File: config.mk
export PLATFORM = sky130hd
export DESIGN_NAME = jtlt_array
export DESIGN_NICKNAME = d
export VERILOG_FILES = /design/src/rtl/jtlt_pkg.sv /design/src/rtl/jtlt_chan.sv /design/src/rtl/jtlt_array.sv
export SDC_FILE = /design/constraint.sdc
export NUM_CORES = 1
export LEC_CHECK = 0
export CAP_MARGIN = 20
export CELL_PAD_IN_SITES_DETAIL_PLACEMENT = 1
export CELL_PAD_IN_SITES_GLOBAL_PLACEMENT = 1
export CORE_MARGIN = 10
export CORE_UTILIZATION = 49
export DETAILED_ROUTE_END_ITERATION = 16
export PLACE_DENSITY = 0.83
export SLEW_MARGIN = 10
export SYNTH_ARGS = -nofsm -noshare
export SYNTH_HDL_FRONTEND = slang
export SYNTH_SLANG_ARGS = --single-unit
export TNS_END_PERCENT = 5
File: constraint.sdc
create_clock -name clk -period 2.7 [get_ports clk]
set_input_delay 0.54 -clock clk [delete_from_list [all_inputs] [get_ports clk]]
set_output_delay 0.54 -clock clk [all_outputs]
set_load 0.01 [all_outputs]
File: src/rtl/jtlt_pkg.sv
// jtlt_pkg: shared types and limits for the JTL timing array.
// Holds the per-channel state enum, the legal parameter ranges and a
// population-count helper used by the violation counter.
package jtlt_pkg;

  typedef enum logic [1:0] {
    ST_IDLE = 2'd0,
    ST_BUSY = 2'd1,
    ST_ERR  = 2'd2
  } chan_state_e;

  localparam int N_CH_MIN  = 1;
  localparam int N_CH_MAX  = 32;
  localparam int DELAY_MIN = 1;
  localparam int DELAY_MAX = 64;
  localparam int CT_MIN    = 1;
  localparam int CT_MAX    = 64;

  // Width of the per-channel critical-timing counter (holds up to CT_MAX).
  localparam int CNT_W = $clog2(CT_MAX + 1);
  // Width of a count of simultaneously violating channels.
  localparam int POP_W = $clog2(N_CH_MAX + 1);

  // Number of set bits in a channel vector.
  function automatic logic [POP_W-1:0] popcount(input logic [N_CH_MAX-1:0] v);
    logic [POP_W-1:0] acc;
    acc = '0;
    for (int k = 0; k < N_CH_MAX; k++) begin
      acc = acc + POP_W'(v[k]);
    end
    return acc;
  endfunction

endpackage

File: src/rtl/jtlt_chan.sv
// jtlt_chan: one JTL channel -- edge detector on the input level, the
// IDLE/BUSY/ERR timing FSM with its critical-window counter, and the event
// shift line that turns an accepted event into an output toggle DELAY cycles
// later. Optional feature macro: JTLT_ERRCNT_EN (adds o_viol).
module jtlt_chan
  import jtlt_pkg::*;
#(
  parameter int DELAY = 8,
  parameter int CT    = 9
) (
  input  logic clk,
  input  logic rst_n,
  input  logic i_in,
  input  logic i_en,
  input  logic i_bias_ok,
  input  logic i_err_clr,
  output logic o_out,
  output logic o_err
`ifdef JTLT_ERRCNT_EN
  ,
  output logic o_viol
`endif
);

  // The stage that would hold the event during its final cycle is folded
  // into the output flop, so the registered line is one shorter than DELAY.
  localparam int DL_W = (DELAY > 1) ? (DELAY - 1) : 1;
  // The event cycle itself is the first cycle of the window, so only CT-1
  // further cycles remain once the counter is loaded.
  localparam logic [CNT_W-1:0] CT_LOAD = CNT_W'(CT - 1);

  chan_state_e       r_state;
  chan_state_e       w_state_nxt;
  logic [CNT_W-1:0]  r_cnt;
  logic [CNT_W-1:0]  w_cnt_nxt;
  logic              r_prev;
  logic [DL_W-1:0]   r_dl;
  logic [DL_W-1:0]   w_dl_shift;
  logic [DL_W-1:0]   w_dl_nxt;
  logic              r_out;
  logic              w_out_nxt;
  logic              r_err;
  logic              w_event;
  logic              w_hit;
  logic              w_accept;
  logic              w_flush;
  logic              w_tap;

  assign w_event = i_in ^ r_prev;
  assign w_hit   = w_event & i_en;

  generate
    if (DELAY > 2) begin : g_line_long
      assign w_dl_shift = {r_dl[DL_W-2:0], w_accept};
    end else begin : g_line_short
      assign w_dl_shift = w_accept;
    end
    if (DELAY == 1) begin : g_tap_direct
      assign w_tap = w_accept;
    end else begin : g_tap_line
      assign w_tap = r_dl[DL_W-1];
    end
  endgenerate

`ifdef JTLT_ERRCNT_EN
  // Bias faults are not timing violations, so they are excluded here.
  assign o_viol = (r_state == ST_BUSY) & i_bias_ok & w_hit;
`endif

  // Next-state logic: bias fault overrides everything, then per-state rules.
  always_comb begin
    w_state_nxt = r_state;
    w_cnt_nxt   = r_cnt;
    w_accept    = 1'b0;
    w_flush     = 1'b0;
    if (!i_bias_ok) begin
      w_state_nxt = ST_ERR;
      w_cnt_nxt   = '0;
      w_flush     = 1'b1;
    end else begin
      case (r_state)
        ST_IDLE: begin
          if (w_hit) begin
            w_accept    = 1'b1;
            w_state_nxt = (CT > 1) ? ST_BUSY : ST_IDLE;
            w_cnt_nxt   = CT_LOAD;
          end else begin
            w_state_nxt = ST_IDLE;
          end
        end
        ST_BUSY: begin
          if (w_hit) begin
            w_state_nxt = ST_ERR;
            w_cnt_nxt   = '0;
            w_flush     = 1'b1;
          end else if (r_cnt <= CNT_W'(1)) begin
            w_state_nxt = ST_IDLE;
            w_cnt_nxt   = '0;
          end else begin
            w_cnt_nxt   = r_cnt - CNT_W'(1);
          end
        end
        ST_ERR: begin
          // A clear wins over a coincident event: the event is dropped and
          // the input history simply follows the new level.
          if (i_err_clr) begin
            w_state_nxt = ST_IDLE;
            w_cnt_nxt   = '0;
          end else begin
            w_state_nxt = ST_ERR;
          end
        end
        default: begin
          w_state_nxt = ST_ERR;
          w_cnt_nxt   = '0;
          w_flush     = 1'b1;
        end
      endcase
    end
  end

  // Delay line shift/flush and output toggle when an event leaves the line.
  always_comb begin
    w_dl_nxt  = w_dl_shift;
    w_out_nxt = r_out;
    if (w_flush) begin
      w_dl_nxt  = '0;
      w_out_nxt = r_out;
    end else begin
      w_dl_nxt  = w_dl_shift;
      w_out_nxt = r_out ^ w_tap;
    end
  end

  // Channel state registers; input history is tracked even during reset.
  always_ff @(posedge clk) begin
    if (!rst_n) begin
      r_state <= ST_IDLE;
      r_cnt   <= '0;
      r_prev  <= i_in;
      r_dl    <= '0;
      r_out   <= 1'b0;
      r_err   <= 1'b0;
    end else begin
      r_state <= w_state_nxt;
      r_cnt   <= w_cnt_nxt;
      r_prev  <= i_in;
      r_dl    <= w_dl_nxt;
      r_out   <= w_out_nxt;
      r_err   <= (w_state_nxt == ST_ERR);
    end
  end

  assign o_out = r_out;
  assign o_err = r_err;

endmodule

File: src/rtl/jtlt_array.sv
// jtlt_array: N_CH independent JTL timing channels sharing a startup
// blanking counter. Optional feature macro: JTLT_ERRCNT_EN adds the
// saturating viol_cnt output counting critical-timing violations.
module jtlt_array
  import jtlt_pkg::*;
#(
  parameter int N_CH    = 4,
  parameter int DELAY   = 8,
  parameter int CT      = 9,
  parameter int STARTUP = 4,
  parameter int ERRW    = 16
) (
  input  logic            clk,
  input  logic            rst_n,
  input  logic [N_CH-1:0] in,
  input  logic            bias_ok,
  input  logic [N_CH-1:0] err_clr,
  output logic [N_CH-1:0] out,
  output logic [N_CH-1:0] err
`ifdef JTLT_ERRCNT_EN
  ,
  output logic [ERRW-1:0] viol_cnt
`endif
);

  localparam int SU_W = (STARTUP < 1) ? 1 : $clog2(STARTUP + 1);

  logic [SU_W-1:0] r_su;
  logic            w_en;
  logic [N_CH-1:0] w_out;
  logic [N_CH-1:0] w_err;

  assign w_en = (r_su >= SU_W'(STARTUP));

  // Startup blanking counter: counts up after reset and parks at STARTUP.
  always_ff @(posedge clk) begin
    if (!rst_n) begin
      r_su <= '0;
    end else if (!w_en) begin
      r_su <= r_su + SU_W'(1);
    end else begin
      r_su <= r_su;
    end
  end

`ifdef JTLT_ERRCNT_EN
  localparam int SUM_W = ERRW + POP_W;

  logic [N_CH-1:0]  w_viol;
  logic [ERRW-1:0]  r_viol_cnt;
  logic [SUM_W-1:0] w_sum;
  logic [SUM_W-1:0] w_max;

  assign w_max = {{POP_W{1'b0}}, {ERRW{1'b1}}};
  assign w_sum = {{POP_W{1'b0}}, r_viol_cnt}
               + SUM_W'(popcount(N_CH_MAX'(w_viol)));

  // Violation counter: adds every violating channel, saturates at all-ones.
  always_ff @(posedge clk) begin
    if (!rst_n) begin
      r_viol_cnt <= '0;
    end else if (w_sum > w_max) begin
      r_viol_cnt <= w_max[ERRW-1:0];
    end else begin
      r_viol_cnt <= w_sum[ERRW-1:0];
    end
  end

  assign viol_cnt = r_viol_cnt;
`endif

  generate
    for (genvar g = 0; g < N_CH; g++) begin : g_chan
      jtlt_chan #(
        .DELAY (DELAY),
        .CT    (CT)
      ) u_chan (
        .clk       (clk),
        .rst_n     (rst_n),
        .i_in      (in[g]),
        .i_en      (w_en),
        .i_bias_ok (bias_ok),
        .i_err_clr (err_clr[g]),
        .o_out     (w_out[g]),
        .o_err     (w_err[g])
`ifdef JTLT_ERRCNT_EN
        ,
        .o_viol    (w_viol[g])
`endif
      );
    end
  endgenerate

  assign out = w_out;
  assign err = w_err;

endmodule

**Word level (Yosys, flattened, before mapping)**

Cells that the tools add are included.

- Word-level logic and storage cells: 154
- Input port bits: 11
- Register bits: 79
- Output and inout bits: 8

- Multiplexer cells: 56
- Add/sub/neg operators: 5
- Bitwise operators: 18
- $lt $le $gt $ge: 5
- Reductions and logical operators: 21
- Equality and inequality tests: 20

Operator list:

| operator | count |
|---|---|
| 7-bit two-way mux | 16 |
| 7-bit case mux with 3 select lines | 4 |
| 2-bit two-way mux | 16 |
| 7-bit by 1-bit less-or-equal comparator with 1-bit output (second input constant) | 4 |
| 7-bit by 1-bit subtractor with 7-bit output (second input constant) | 4 |
| 2-bit case mux with 3 select lines | 4 |
| 2-bit == test (second input constant) | 8 |
| 2-bit OR reduction | 8 |
| 4-bit OR reduction | 4 |
| 1-bit two-way mux | 12 |
| 2-bit AND reduction | 5 |
| 2-bit by 1-bit == test with 1-bit output (second input constant) | 4 |
| 2-bit zero test | 4 |
| 2-bit by 1-bit inequality test with 1-bit output (second input constant) | 4 |
| 2-bit inequality test (second input constant) | 4 |
| 1-bit case mux with 2 select lines | 4 |
| 1-bit bitwise XOR | 8 |
| 1-bit NOT | 6 |
| 1-bit AND | 4 |
| 3-bit by 1-bit adder with 3-bit output (second input constant) | 1 |
| 3-bit >= comparator (second input constant) | 1 |

**Logic depth before layout (Yosys ltp)**

Gate-level depths: netlist of the first run.

- Word-level depth: 6
- Depth in mapped cells: 6
- Depth with buffers taken out: 6

**Hierarchy**

Synthesis of the first run repeated with hierarchy kept, for this count alone.

- Cell total of the unflattened synthesis: 363
- Area total of the unflattened synthesis: 3568.4 µm²

By module, submodules not included:

| module | seq. area each (µm²) | cells an instance | area an instance (µm²) | times used |
|---|---|---|---|---|
| jtlt_chan (g_chan[0].u_chan ...) | 380.4 | 88 | 874.6 | 3 |
| jtlt_chan (g_chan[3].u_chan) | 380.4 | 86 | 809.5 | 1 |
| jtlt_array | 60.1 | 13 | 135.1 | 1 |

**Least setup slack after synthesis of the first run**

Ideal clock, no wire load.

- Path type: input to register
- Start: in in[3]
- End: reg g_chan[3].u_chan.r_cnt[4]
- Stages on the path: 4
- Arrival time: 1.505 ns
- Path slack: 1.116 ns
- Data required time: 2.621 ns
- Setup time: 0.079 ns
- Cells stage by stage: xnor2_1 -> o21a_4 -> or3_1 -> a211oi_2

- Word-level cells in the longest chain between the ends: 4

RTL lines:

| element | RTL line | RTL |
|---|---|---|
| start, declared | jtlt_array.sv:15 | `input logic [N_CH-1:0] in,` |
| 1-bit bitwise XOR (*) | jtlt_chan.sv:49 | `assign w_event = i_in ^ r_prev;` |
| 1-bit AND (*) | jtlt_chan.sv:50 | `assign w_hit = w_event & i_en;` |
| 7-bit two-way mux / 2-bit by 1-bit inequality test with 1-bit output (equally long branches) | n/a |  |
| 7-bit case mux with 3 select lines / 2-bit AND reduction (equally long branches) | n/a |  |
| end signal, assigned | jtlt_chan.sv:146 | `r_cnt <= w_cnt_nxt;` |
| end, declared | jtlt_chan.sv:34 | `logic [CNT_W-1:0] r_cnt;` |

Mark *: on every way between the ends. The rest lies on a longest branch, timed or not.
A chain may end at the register's enable or synchronous reset.

**Worst setup path in the final report of the first run**

- Start: in bias_ok
- End: reg g_chan[2].u_chan.r_cnt[1]

- Word-level cells in the longest chain between the ends: 1

RTL lines:

| element | RTL line | RTL |
|---|---|---|
| start, declared | jtlt_array.sv:16 | `input logic bias_ok,` |
| 2-bit AND reduction (no source line) | n/a |  |
| end signal, assigned | jtlt_chan.sv:146 |  |
| end, declared | jtlt_chan.sv:34 |  |

No other way between the ends.

==> results of run 1 <==
-- routing by layer --
| layer | global-route usage, % | share of wire (%) | vias up |
|---|---|---|---|
| met5 | 0 | 0 | - |
| met4 | 4.90 | 1.3 | 0 |
| met3 | 3.93 | 3.2 | 9 |
| met2 | 25.5 | 50 | 39 |
| met1 | 17.1 | 45 | 1327 |
| li1 | - | - | 1377 |
-- power breakdown --
group	switching (uW)	internal [uW]	total (uW)
Sequential	29.6	1190	1220
Clock	407	416	823
Combinational	149	96.2	245
-- synth_stat cells, types with 2 or more instances --
| cell type | count |
|---|---|
| nand2b_1 | 6 |
| a21oi_2 | 2 |
| clkbuf_1 | 5 |
| nor4_1 | 4 |
| nor3b_1 | 3 |
| or3_1 | 10 |
| a21o_1 | 7 |
| ha_1 | 10 |
| xnor2_1 | 4 |
| buf_2 | 5 |
| o21ai_0 | 15 |
| xor2_1 | 2 |
| buf_4 | 10 |
| nand4b_1 | 2 |
| or2_2 | 2 |
| a21oi_1 | 29 |
| nor2b_1 | 2 |
| a211oi_2 | 4 |
| inv_1 | 27 |
| o211ai_1 | 5 |
| xor2_2 | 2 |
| o211ai_2 | 2 |
| o31ai_1 | 2 |
| nand4_1 | 2 |
| a221oi_1 | 2 |
| nor2_1 | 25 |
| and2_1 | 25 |
| nor3_1 | 9 |
| nand3_1 | 15 |
| a31oi_1 | 5 |
| a211oi_1 | 4 |
| dfxtp_1 | 79 |
| mux2i_1 | 5 |
| a311oi_1 | 2 |
| nand2_1 | 30 |
-- through the flow --
step | area [um^2] | setup slack, ns | util (%) | power (uW) | hold slack (ns)
floorplan | 3510 | 1.12 | - | 1420 | 0.406
global placement | 3730 | 0.451 | 54.3 | 1480 | 0.410
detailed placement | 3730 | 0.353 | 54.3 | 1490 | 0.416
CTS | 3910 | 0.736 | 56.9 | 2320 | 0.437
global route | 3910 | 0.665 | 56.9 | 2410 | 0.452
finish | 3910 | 0.757 | 56.9 | 2290 | 0.428
-- worst register-to-register path, delay by kind of cell, from the launching register on --
family                 cells  cell delay [ns]
and+or+nand+nor            2             0.67
AOI/OAI and AO/OA          2             0.31
buffers and inverters      1             0.29
DFF                        1             0.51
-- sequential cells by signal, indices dropped and copies added (netlist names) --
| signal | cells |
|---|---|
| r_su | 3 |
| g_chan.u_chan.r_cnt | 28 |
| g_chan.u_chan.o_err | 4 |
| g_chan.u_chan.r_prev | 4 |
| g_chan.u_chan.r_dl | 28 |
| g_chan.u_chan.r_state | 8 |
| g_chan.u_chan.o_out | 4 |
-- area by class of cell --
| type | instances | area, um^2 | share of cell area [%] |
|---|---|---|---|
| multi-input combinational | 260 | 1710 | 43.8 |
| tap | 96 | 120 | 3.07 |
| clock buffer | 10 | 128 | 3.26 |
| sequential | 79 | 1580 | 40.4 |
| inverter | 27 | 101 | 2.59 |
| timing repair buffer | 23 | 218 | 5.57 |
| clock inverter | 5 | 50.0 | 1.28 |
-- cells in the final DEF, fill, tap and decap left out, drive strengths merged, types with 2 or more instances in the layout --
cell           instances
o21a                   3
nor3b                  3
xnor2                  4
a21oi                 31
nand3                 15
o31ai                  2
o21ai                 16
dfxtp                 79
a41oi                  2
and2                  25
buf                    5
nor4                   4
nand4b                 2
xor2                   4
nor2b                  2
a211oi                 8
nor2                  25
clkbuf                10
or2                    2
nand4                  2
mux2i                  5
a21o                   7
a2111oi                2
or3                   11
a311oi                 2
ha                    10
nor3                  10
nand2                 30
a221oi                 2
clkdlybuf4s50         18
clkinv                 4
nand2b                 6
a31oi                  6
inv                   27
o211ai                 7
-- final timing paths --
path | slack [ns] | start | endpoint | depth (start not counted)
setup reg to reg | 0.87 | r_su[2] | g_chan[2].u_chan.r_cnt[6] | 5
setup / recovery | 0.76 | bias_ok | g_chan[2].u_chan.r_cnt[1] | 5
hold / removal | 0.43 | g_chan[2].u_chan.r_dl[2] | g_chan[2].u_chan.r_dl[3] | 1
hold reg to reg | 0.43 | g_chan[2].u_chan.r_dl[2] | g_chan[2].u_chan.r_dl[3] | 1
-- cells by family (layout without fill, tap and decap cells) --
group,after synthesis,in the layout
AND/OR/NAND/NOR,140,140
AO/OA/AOI/OAI,97,97
flip-flops,79,79
buffers and inverters,47,65
adder cells (fa/ha/maj),10,10
XOR/XNOR,8,8
multiplexers,5,5
==> results by group, run 1 <==
Status
  – Run status: finished, final reports clean

Synth
  – Area fraction of the dominant cell type after synthesis: 45.0%
  – Number of enable-type register cells in the synthesized netlist: 0
  – Simple-gate portion of the synthesized area: 20.8%
  – Largest family of logic cells by synthesized area: simple AND/OR/NAND/NOR gates
  – Average footprint of a synthesized cell: 9.10 um^2
  – Synthesized-area fraction occupied by ao, oa, aoi and oai cells: 20.5%
  – Synthesized Nets: roughly 410
  – Synth Register Bits: around 80
  – Leading register cell type out of synthesis: dfxtp_1
  – Leading post-synthesis cells by cell area: dfxtp_1, and2_1, a21oi_1
  – Sequential-to-total area share from yosys stat: 45.0%
  – Synthesized area: 0.00351 mm^2
  – Yosys cell types: between 50 and 60
  – Multiplexer fraction of the synthesized cell area: 1.42%
  – Fraction of synthesized cell area in xor and xnor cells: 2.42%
  – Share of async-settable or async-resettable flops after synthesis: 0%
  – Yosys Warn Count: 0
  – Adder-cell area share of the yosys netlist: 3.56%
  – Cells after Synth: 386
  – Library cell with the largest summed area after synthesis: dfxtp_1

Min path
  – Class of the tightest hold or removal check: flip-flop to flip-flop

CTS
  – Clock root buffer: clkbuf_8
  – Clock tree from TritonCTS: yes
  – Clock transition at path regs: 0.08 ns
  – Quantity of gates resized following cts: 0
  – Post-CTS repair timing setup buffer count: 0
  – Latest clock arrival within the worst-skew pair: 0.34 ns
  – Hold bufs inserted after CTS: 0
  – Buffer levels on the longest clock path: 2
  – Number of CTS-inserted buffers: 9
  – H-Tree Depth: 3
  – CTS sink cnt: 79

Final layout
  – Final-stage net count: 421
  – Number of antenna diodes: 0
  – Layout filler cell count: 814
  – Proportion of layout cells with a drive suffix above 1: 9.65%
  – Finished Layout Cells: 500
  – Growth of design area from synthesis to finish: 11.3%

Critical path
  – Required time of the critical path: just under 3 ns
  – CP max-delay cell: clkdlybuf4s50_1
  – Class of the most critical setup path: primary input to flip-flop
  – Worst setup SP type: primary input
  – CP peak stage delay: 0.49 ns
  – Crit path buffers/inverters: 2
  – Kind of end point of the critical path: flip-flop
  – Cell chain of the critical path: clkdlybuf4s50_1 > buf_4 > and2_1 > a41oi_2 > a211oi_1
  – Data arrival, critical path: 2.21 ns
  – Max Fanout on Critical Path: 11
  – Top delay family on crit path: buffers and inverters

Global routing
  – Initial antenna violation count: 0
  – Global-route wire length before repair: 13.7 mm
  – GR Util All Layers: 14.7%
  – Pin count of the biggest net entering global routing: 16
  – Vias in the first global route: 2882
  – Sum of overflow across all layers after global routing: 0

Floorplanning
  – Number of placed I/O pins: 19
  – CORE AREA: 0.00687 mm^2
  – Effective utilization at floorplan: between 50% and 60%
  – Die span in y: about 100 um
  – Horizontal extent of the die: 105 um
  – Total die area: approximately 0.011 mm^2
  – Floorplan row count: 30

Placement
  – Routability-driven placement congestion ratio: 0.805
  – Cell count after placement: 485
  – Placed wire-length estimate after detailed placement: 5.52 mm
  – Number of buffers added on ports: 18

STA
  – RSZ-0062 raised after global routing: false
  – Achievable clock frequency: a little over 500 MHz
  – Tightest Pin Transition: 0.678 ns
  – Count of endpoints failing hold in the final timing report: 0
  – Normalized max-slew margin: 54.5%
  – Shortest period the worst path allows: between 1.5 and 2 ns
  – Final max-slew violation count: 0
  – Post-route clock skew: roughly 0.012 ns
  – Setup_tns: 0 ns
  – Fin crit share: between 70% and 80%
  – Count of final setup violators: 0

Routing
  – Post-DR vias/cell: about 5.5
  – Detailed Route Iter0 Violations: 53
  – Routed wire length per instance: between 15 and 20 um
  – Routed wire length: between 7 and 8 mm
  – Drc violations: 0
  – Antenna viol nets, final: 0
  – Vias: 2752
  – 1st-pass router iterations: 4

Power
  – Areal power density over the cells: 586 mW/mm^2
  – Maximum vdd ir drop: 336 uV
  – Cell leakage power: 0.00151 uW

Job
  – Max-cap violations: 0
No activity file was read; power rests on OpenSTA's default activity.
==> inputs of run 2 (changes only) <==
- CORE_UTILIZATION: 49 -> 41
- PLACE_DENSITY: 0.83 -> 0.74
- clock period: 2.7 -> 1.6 ns (I/O delays scaled with it)
==> results by group, run 2 (synthesized netlist as in run 1, its figures left out) <==
Floorplanning
  – Die span in y: 113 um (+7.5%)
  – Number of placed I/O pins: 19 (unchanged)
  – Horizontal extent of the die: 113 um (+7.5%)
  – Effective utilization at floorplan: 42.5% (-8.6 points)
  – CORE AREA: 0.00826 mm^2 (+20%)
  – Floorplan row count: 33 (+10%)
  – Total die area: 0.0127 mm^2 (+16%)

CTS
  – Number of CTS-inserted buffers: 9 (unchanged)
  – Clock tree from TritonCTS: yes
  – Buffer levels on the longest clock path: 2 (unchanged)
  – Clock transition at path regs: 0.08 ns (about the same)
  – Latest clock arrival within the worst-skew pair: 0.35 ns (about the same)
  – CTS sink cnt: 79 (unchanged)
  – Clock root buffer: clkbuf_8
  – H-Tree Depth: 3 (unchanged)

STA
  – RSZ-0062 raised after global routing: true
  – Shortest period the worst path allows: 1.57 ns
  – Count of endpoints failing hold in the final timing report: 0 (unchanged)
  – Final worst setup slack: 0.0337 ns (-0.724 ns)
  – Achievable clock frequency: around 640 MHz
  – Final max-slew violation count: 0 (unchanged)
  – Post-route clock skew: 0.00481 ns (-0.00678 ns)
  – Count of final setup violators: 0 (unchanged)
  – Tightest Pin Transition: 0.455 ns (-0.223 ns)
  – Fin crit share: 97.9%
  – Normalized max-slew margin: 69.7% (+15 points)

Global routing
  – Pin count of the biggest net entering global routing: 13 (-3)
  – GR Util All Layers: 13.7% (-1.0 points)
  – Initial antenna violation count: 0 (unchanged)
  – Global-route wire length before repair: 14.6 mm (+6.3%)
  – Sum of overflow across all layers after global routing: 0 (unchanged)
  – Vias in the first global route: 3108 (+7.8%)

Power
  – Cell leakage power: 0.00181 uW (+20%)
  – Total chip power: 4290 uW (+87%)
  – Maximum vdd ir drop: 493 uV (+47%)
  – Areal power density over the cells: 970 mW/mm^2 (+66%)

Final layout
  – Layout filler cell count: 971 (+19%)
  – Proportion of layout cells with a drive suffix above 1: 23.1% (+13 points)
  – Share of the core filled with cells in the final layout: 53.5% (-3.4 points)
  – Leading cell type in the layout, fill and taps excluded: dfxtp_1
  – Final-stage net count: 470 (+12%)
  – Growth of design area from synthesis to finish: 25.8%
  – Commonest non-fill, non-tap cells in the layout: dfxtp_1, buf_4, nand2_1
  – Number of antenna diodes: 0 (unchanged)
  – Biggest registers after layout: g_chan.u_chan.r_cnt (28), g_chan.u_chan.r_dl (28), g_chan.u_chan.r_state (8)

Routing
  – Drc violations: 0 (unchanged)
  – Detailed Route Iter0 Violations: 77 (+45%)
  – Vias: 2947 (+7.1%)
  – Routed wire length: 8.59 mm (+12%)
  – Antenna viol nets, final: 0 (unchanged)
  – Routed wire length per instance: 15.4 um (+0.48%)
  – 1st-pass router iterations: 4 (unchanged)
  – Post-DR vias/cell: 5.27 (-4.2%)

Critical path
  – Required time of the critical path: 1.85 ns (-1.12 ns)
  – Class of the most critical setup path: flip-flop to flip-flop
  – Kind of end point of the critical path: flip-flop
  – Worst setup SP type: flip-flop
  – Max Fanout on Critical Path: 5 (-6)
  – Data arrival, critical path: 1.81 ns (-0.40 ns)

Placement
  – Placed wire-length estimate after detailed placement: 6.25 mm (+13%)
  – Routability-driven placement congestion ratio: 0.815 (+1.2%)
  – Number of buffers added on ports: 18 (unchanged)
  – Setup slack after placement: -0.321 ns (-0.673 ns)

Status
  – Run status: finished, final reports clean

Min path
  – Class of the tightest hold or removal check: primary input to flip-flop

Job
  – Max-cap violations: 0 (unchanged)
==> run 2: changes by cell type in the layout (fill, tap and decap cells not counted), sizes merged <==
cell | previous run | this run
clkbuf | 10 | 13
clkinv | 4 | 1
buf | 5 | 54
bufinv | 1 | 2
dlymetal6s2s | 0 | 1
dlygate4sd2 | 0 | 4
clkdlybuf4s50 | 18 | 13
==> run 2: final timing paths <==
path / endpoint / from / cells after the start / slack, ns
max: g_chan[0].u_chan.r_cnt[6] / g_chan[0].u_chan.r_cnt[1] / 6 / 0.03
min reg2reg: g_chan[2].u_chan.r_dl[1] / g_chan[2].u_chan.r_dl[0] / 1 / 0.43
min: g_chan[0].u_chan.r_prev / in[0] / 1 / 0.21
max reg2reg: g_chan[0].u_chan.r_cnt[6] / g_chan[0].u_chan.r_cnt[1] / 6 / 0.03
==> run 2: layer usage <==
layer	vias up	global-route usage, %	wire length [um]	part of all wire (%)
met5	-	0	0	0
met3	20	3.41	229	2.7
met4	0	6.94	221	2.6
met1	1413	15.9	3990	46
met2	35	22.7	4140	48
li1	1479	-	-	-
==> run 2: layout make-up <==
type | count | area (um^2) | area share, %
clock buffer | 13 | 159 | 3.59
clock inverter | 3 | 65.1 | 1.47
inverter | 27 | 101 | 2.29
multi-input combinational | 260 | 1790 | 40.6
sequential | 79 | 1590 | 35.9
tap | 105 | 131 | 2.97
timing repair buffer | 72 | 583 | 13.2
==> run 2: critical path, cell delays in order (launching register included) <==
cell and delay [ns]:
dfxtp_2 0.34, inv_1 0.08, ha_1 0.17, or3b_4 0.40
o31a_1 0.24, o211ai_1 0.16, nand2_1 0.07
==> run 2: power breakdown <==
group | internal [uW] | switching (uW) | leakage (uW) | total (uW)
clock | 964 | 716 | 0.000114 | 1680
combinational | 259 | 288 | 0.00106 | 547
sequential | 2010 | 48.1 | 0.000644 | 2060
total | 3240 | 1050 | 0.00181 | 4290
==> run 2: stage by stage <==
| stage | instances | hold slack, ns | TNS (ns) | area [um^2] |
|---|---|---|---|---|
| floorplan | 386 | 0.348 | 0 | 3510 |
| global placement | 541 | 0.410 | -13.48 | 4100 |
| detailed placement | 541 | 0.420 | -15.29 | 4100 |
| CTS | 557 | 0.440 | -0.0402 | 4330 |
| global route | 559 | 0.202 | -0.221 | 4420 |
| finish | 559 | 0.210 | 0 | 4420 |
==> run 2: what timing repair did <==
| action | CTS | global route |
|---|---|---|
| setup endpoints to repair | 10 | 30 |
| gates resized for setup | 8 | 18 |
| hold buffers | 0 | 0 |
| setup buffers | 0 | 2 |
| pin swaps | 0 | 5 |
==> inputs of run 3 (changes only) <==
- MAX_ROUTING_LAYER: unset -> met4
==> results by group, run 3 (synthesized netlist as in run 1, its figures left out) <==
Routing
  – Routed wire length: 8.58 mm (about the same)
  – Antenna viol nets, final: 0 (unchanged)
  – Drc violations: 0 (unchanged)
  – Detailed Route Iter0 Violations: 63 (-18%)
  – Routed wire length per instance: 15.3 um (about the same)
  – 1st-pass router iterations: 4 (unchanged)
  – Vias: 2939 (-0.27%)
  – Post-DR vias/cell: 5.26 (-0.27%)

Floorplanning
  – Number of placed I/O pins: 19 (unchanged)
  – Total die area: 0.0127 mm^2 (unchanged)
  – Die span in y: 113 um (unchanged)
  – CORE AREA: 0.00826 mm^2 (unchanged)
  – Horizontal extent of the die: 113 um (unchanged)
  – Effective utilization at floorplan: 42.5% (unchanged)
  – Floorplan row count: 33 (unchanged)

STA
  – Count of endpoints failing hold in the final timing report: 0 (unchanged)
  – Post-route clock skew: 0.00455 ns (-0.000260 ns)
  – Achievable clock frequency: 638 MHz (-0.14%)
  – Tightest Pin Transition: 0.454 ns (-0.000867 ns)
  – Fin crit share: 98.0% (+0.14 points)
  – Shortest period the worst path allows: 1.57 ns (+0.00225 ns)
  – Setup_tns: 0 ns (unchanged)
  – Final max-slew violation count: 0 (unchanged)
  – Count of final setup violators: 0 (unchanged)
  – RSZ-0062 raised after global routing: true
  – Normalized max-slew margin: 69.7% (about the same)
  – Final worst setup slack: 0.0314 ns (-0.00225 ns)

Final layout
  – Commonest non-fill, non-tap cells in the layout: dfxtp_1, buf_4, nand2_1
  – Proportion of layout cells with a drive suffix above 1: 23.1% (unchanged)
  – Final design area excluding fillers: 0.00442 mm^2 (unchanged)
  – Layout filler cell count: 971 (unchanged)
  – Biggest registers after layout: g_chan.u_chan.r_cnt (28), g_chan.u_chan.r_dl (28), g_chan.u_chan.r_state (8)
  – Share of the core filled with cells in the final layout: 53.5% (unchanged)
  – Leading cell type in the layout, fill and taps excluded: dfxtp_1
  – Number of antenna diodes: 0 (unchanged)
  – Growth of design area from synthesis to finish: 25.8% (unchanged)
  – Final-stage net count: 470 (unchanged)

Power
  – Total chip power: 4290 uW (about the same)
  – Switching portion of total power: 24.5% (about the same)
  – Share of total power in combinational logic: 12.7% (about the same)
  – Areal power density over the cells: 970 mW/mm^2 (about the same)
  – Seq pwr share: 48.1% (about the same)
  – Maximum vdd ir drop: 494 uV (+0.19%)
  – Clock share of power: 39.2% (about the same)
  – Cell leakage power: 0.00181 uW (unchanged)
  – Internal portion of total power: 3240 uW (about the same)
  – NetSw: 1050 uW (about the same)

CTS
  – Buffer levels on the longest clock path: 2 (unchanged)
  – H-Tree Depth: 3 (unchanged)
  – Clock transition at path regs: 0.08 ns (about the same)
  – Clock tree from TritonCTS: yes
  – Hold bufs inserted after CTS: 0 (unchanged)
  – Clock root buffer: clkbuf_8
  – CTS sink cnt: 79 (unchanged)
  – Number of CTS-inserted buffers: 9 (unchanged)
  – Latest clock arrival within the worst-skew pair: 0.35 ns (about the same)

Global routing
  – GR Util All Layers: 14.0% (+0.37 points)
  – Pin count of the biggest net entering global routing: 13 (unchanged)
  – Sum of overflow across all layers after global routing: 0 (unchanged)
  – Vias in the first global route: 3113 (+0.16%)
  – Initial antenna violation count: 0 (unchanged)
  – Global-route wire length before repair: 14.5 mm (about the same)

Min path
  – Worst hold path stage count: 1 (unchanged)
  – Startpoint of the lowest-slack hold path: in[0]
  – Sink of the worst hold path: g_chan[0].u_chan.r_prev
  – Class of the tightest hold or removal check: primary input to flip-flop

Placement
  – Post-DP Area: 0.00410 mm^2 (unchanged)
  – Placed wire-length estimate after detailed placement: 6.25 mm (unchanged)
  – Setup slack after placement: -0.321 ns (unchanged)
  – Routability-driven placement congestion ratio: 0.827 (+1.5%)
  – Number of buffers added on ports: 18 (unchanged)

Critical path
  – CP peak stage delay: 0.40 ns (about the same)
  – Worst flop-to-flop path startpoint: g_chan[0].u_chan.r_cnt[1]
  – R2r endpoint: g_chan[0].u_chan.r_cnt[6]
  – Worst setup SP type: flip-flop
  – Max Fanout on Critical Path: 5 (unchanged)
  – Internal reg-to-reg setup slack: 0.03 ns (about the same)
  – Class of the most critical setup path: flip-flop to flip-flop
  – Data arrival, critical path: 1.82 ns (about the same)
  – Cell chain of the critical path: inv_1 > ha_1 > or3b_4 > o31a_1 > o211ai_1 > nand2_1
  – Worst Reg2Reg Path Length in Cells: 6 (unchanged)
  – Required time of the critical path: 1.85 ns (about the same)
  – CP max-delay cell: or3b_4
  – Kind of end point of the critical path: flip-flop

Job
  – Max-cap violations: 0 (unchanged)

Status
  – Run status: finished, final reports clean
-- run 3: cell counts in the layout (fill, tap and decap cells not counted) --
No cell type changed its count.
-- run 3: per-stage QoR --
| step | instances | hold WS, ns |
|---|---|---|
| 6_report | 559 | 0.210 |
| 5_1_grt | 559 | 0.202 |
| 4_1_cts | 557 | 0.440 |
| 3_5_place_dp | 541 | 0.420 |
| 3_3_place_gp | 541 | 0.410 |
| 2_1_floorplan | 386 | 0.348 |
-- run 3: how the worst max path moves through the flow --
stage / start / to / slack, ns / cells past startpoint
6_report: g_chan[0].u_chan.r_cnt[1] / g_chan[0].u_chan.r_cnt[6] / 0.03 / 6
5_1_grt: g_chan[3].u_chan.r_cnt[0] / g_chan[3].u_chan.r_cnt[4] / -0.07 / 6
4_1_cts: g_chan[3].u_chan.r_cnt[0] / g_chan[3].u_chan.r_cnt[4] / -0.04 / 6
3_5_place_dp: in[2] / g_chan[2].u_chan.r_cnt[5] / -0.32 / 6
3_3_place_gp: in[3] / g_chan[3].u_chan.r_cnt[4] / -0.28 / 5
2_1_floorplan: g_chan[3].u_chan.r_cnt[1] / g_chan[3].u_chan.r_cnt[1] / 0.09 / 5
-- run 3: per-layer routing --
layer	global-route usage [%]	vias up	part of all wire, %
li1	-	1478	-
met1	15.9	1406	47
met2	22.7	35	48
met3	3.25	20	2.5
met4	6.94	0	2.6
met5	-	-	0
-- run 3: cell type report --
cell class	instances	area, um^2	share of cell area, %
Multi-Input combinational cell	260	1790	40.6
Sequential cell	79	1590	35.9
Timing Repair Buffer	72	583	13.2
Clock buffer	13	159	3.59
Tap cell	105	131	2.97
Inverter	27	101	2.29
Clock inverter	3	65.1	1.47
-- run 3: what timing repair did --
| action | in CTS | in global routing |
|---|---|---|
| pin swaps | 0 | 5 |
| cloned | 0 | 0 |
| setup endpoints to repair | 10 | 30 |
| resized for setup | 8 | 18 |
| buffers inserted | 0 | 2 |
-- run 3: power by group through the flow --
stage               Clock, uW  Sequential (uW)  Combinational [uW]
global route             1800             2070                 608
floorplan                   0             2090                 313
detailed placement          0             2100                 522
finish                   1680             2060                 546
global placement            0             2100                 503
CTS                      1730             2060                 534
-- run 3: critical path, delay by kind of cell, from the launching register on --
| kind | cells | cell delay (ns) |
|---|---|---|
| simple gates | 2 | 0.47 |
| buf+inv | 1 | 0.08 |
| fa+ha+maj | 1 | 0.17 |
| compound gates | 2 | 0.40 |
| flops | 1 | 0.34 |
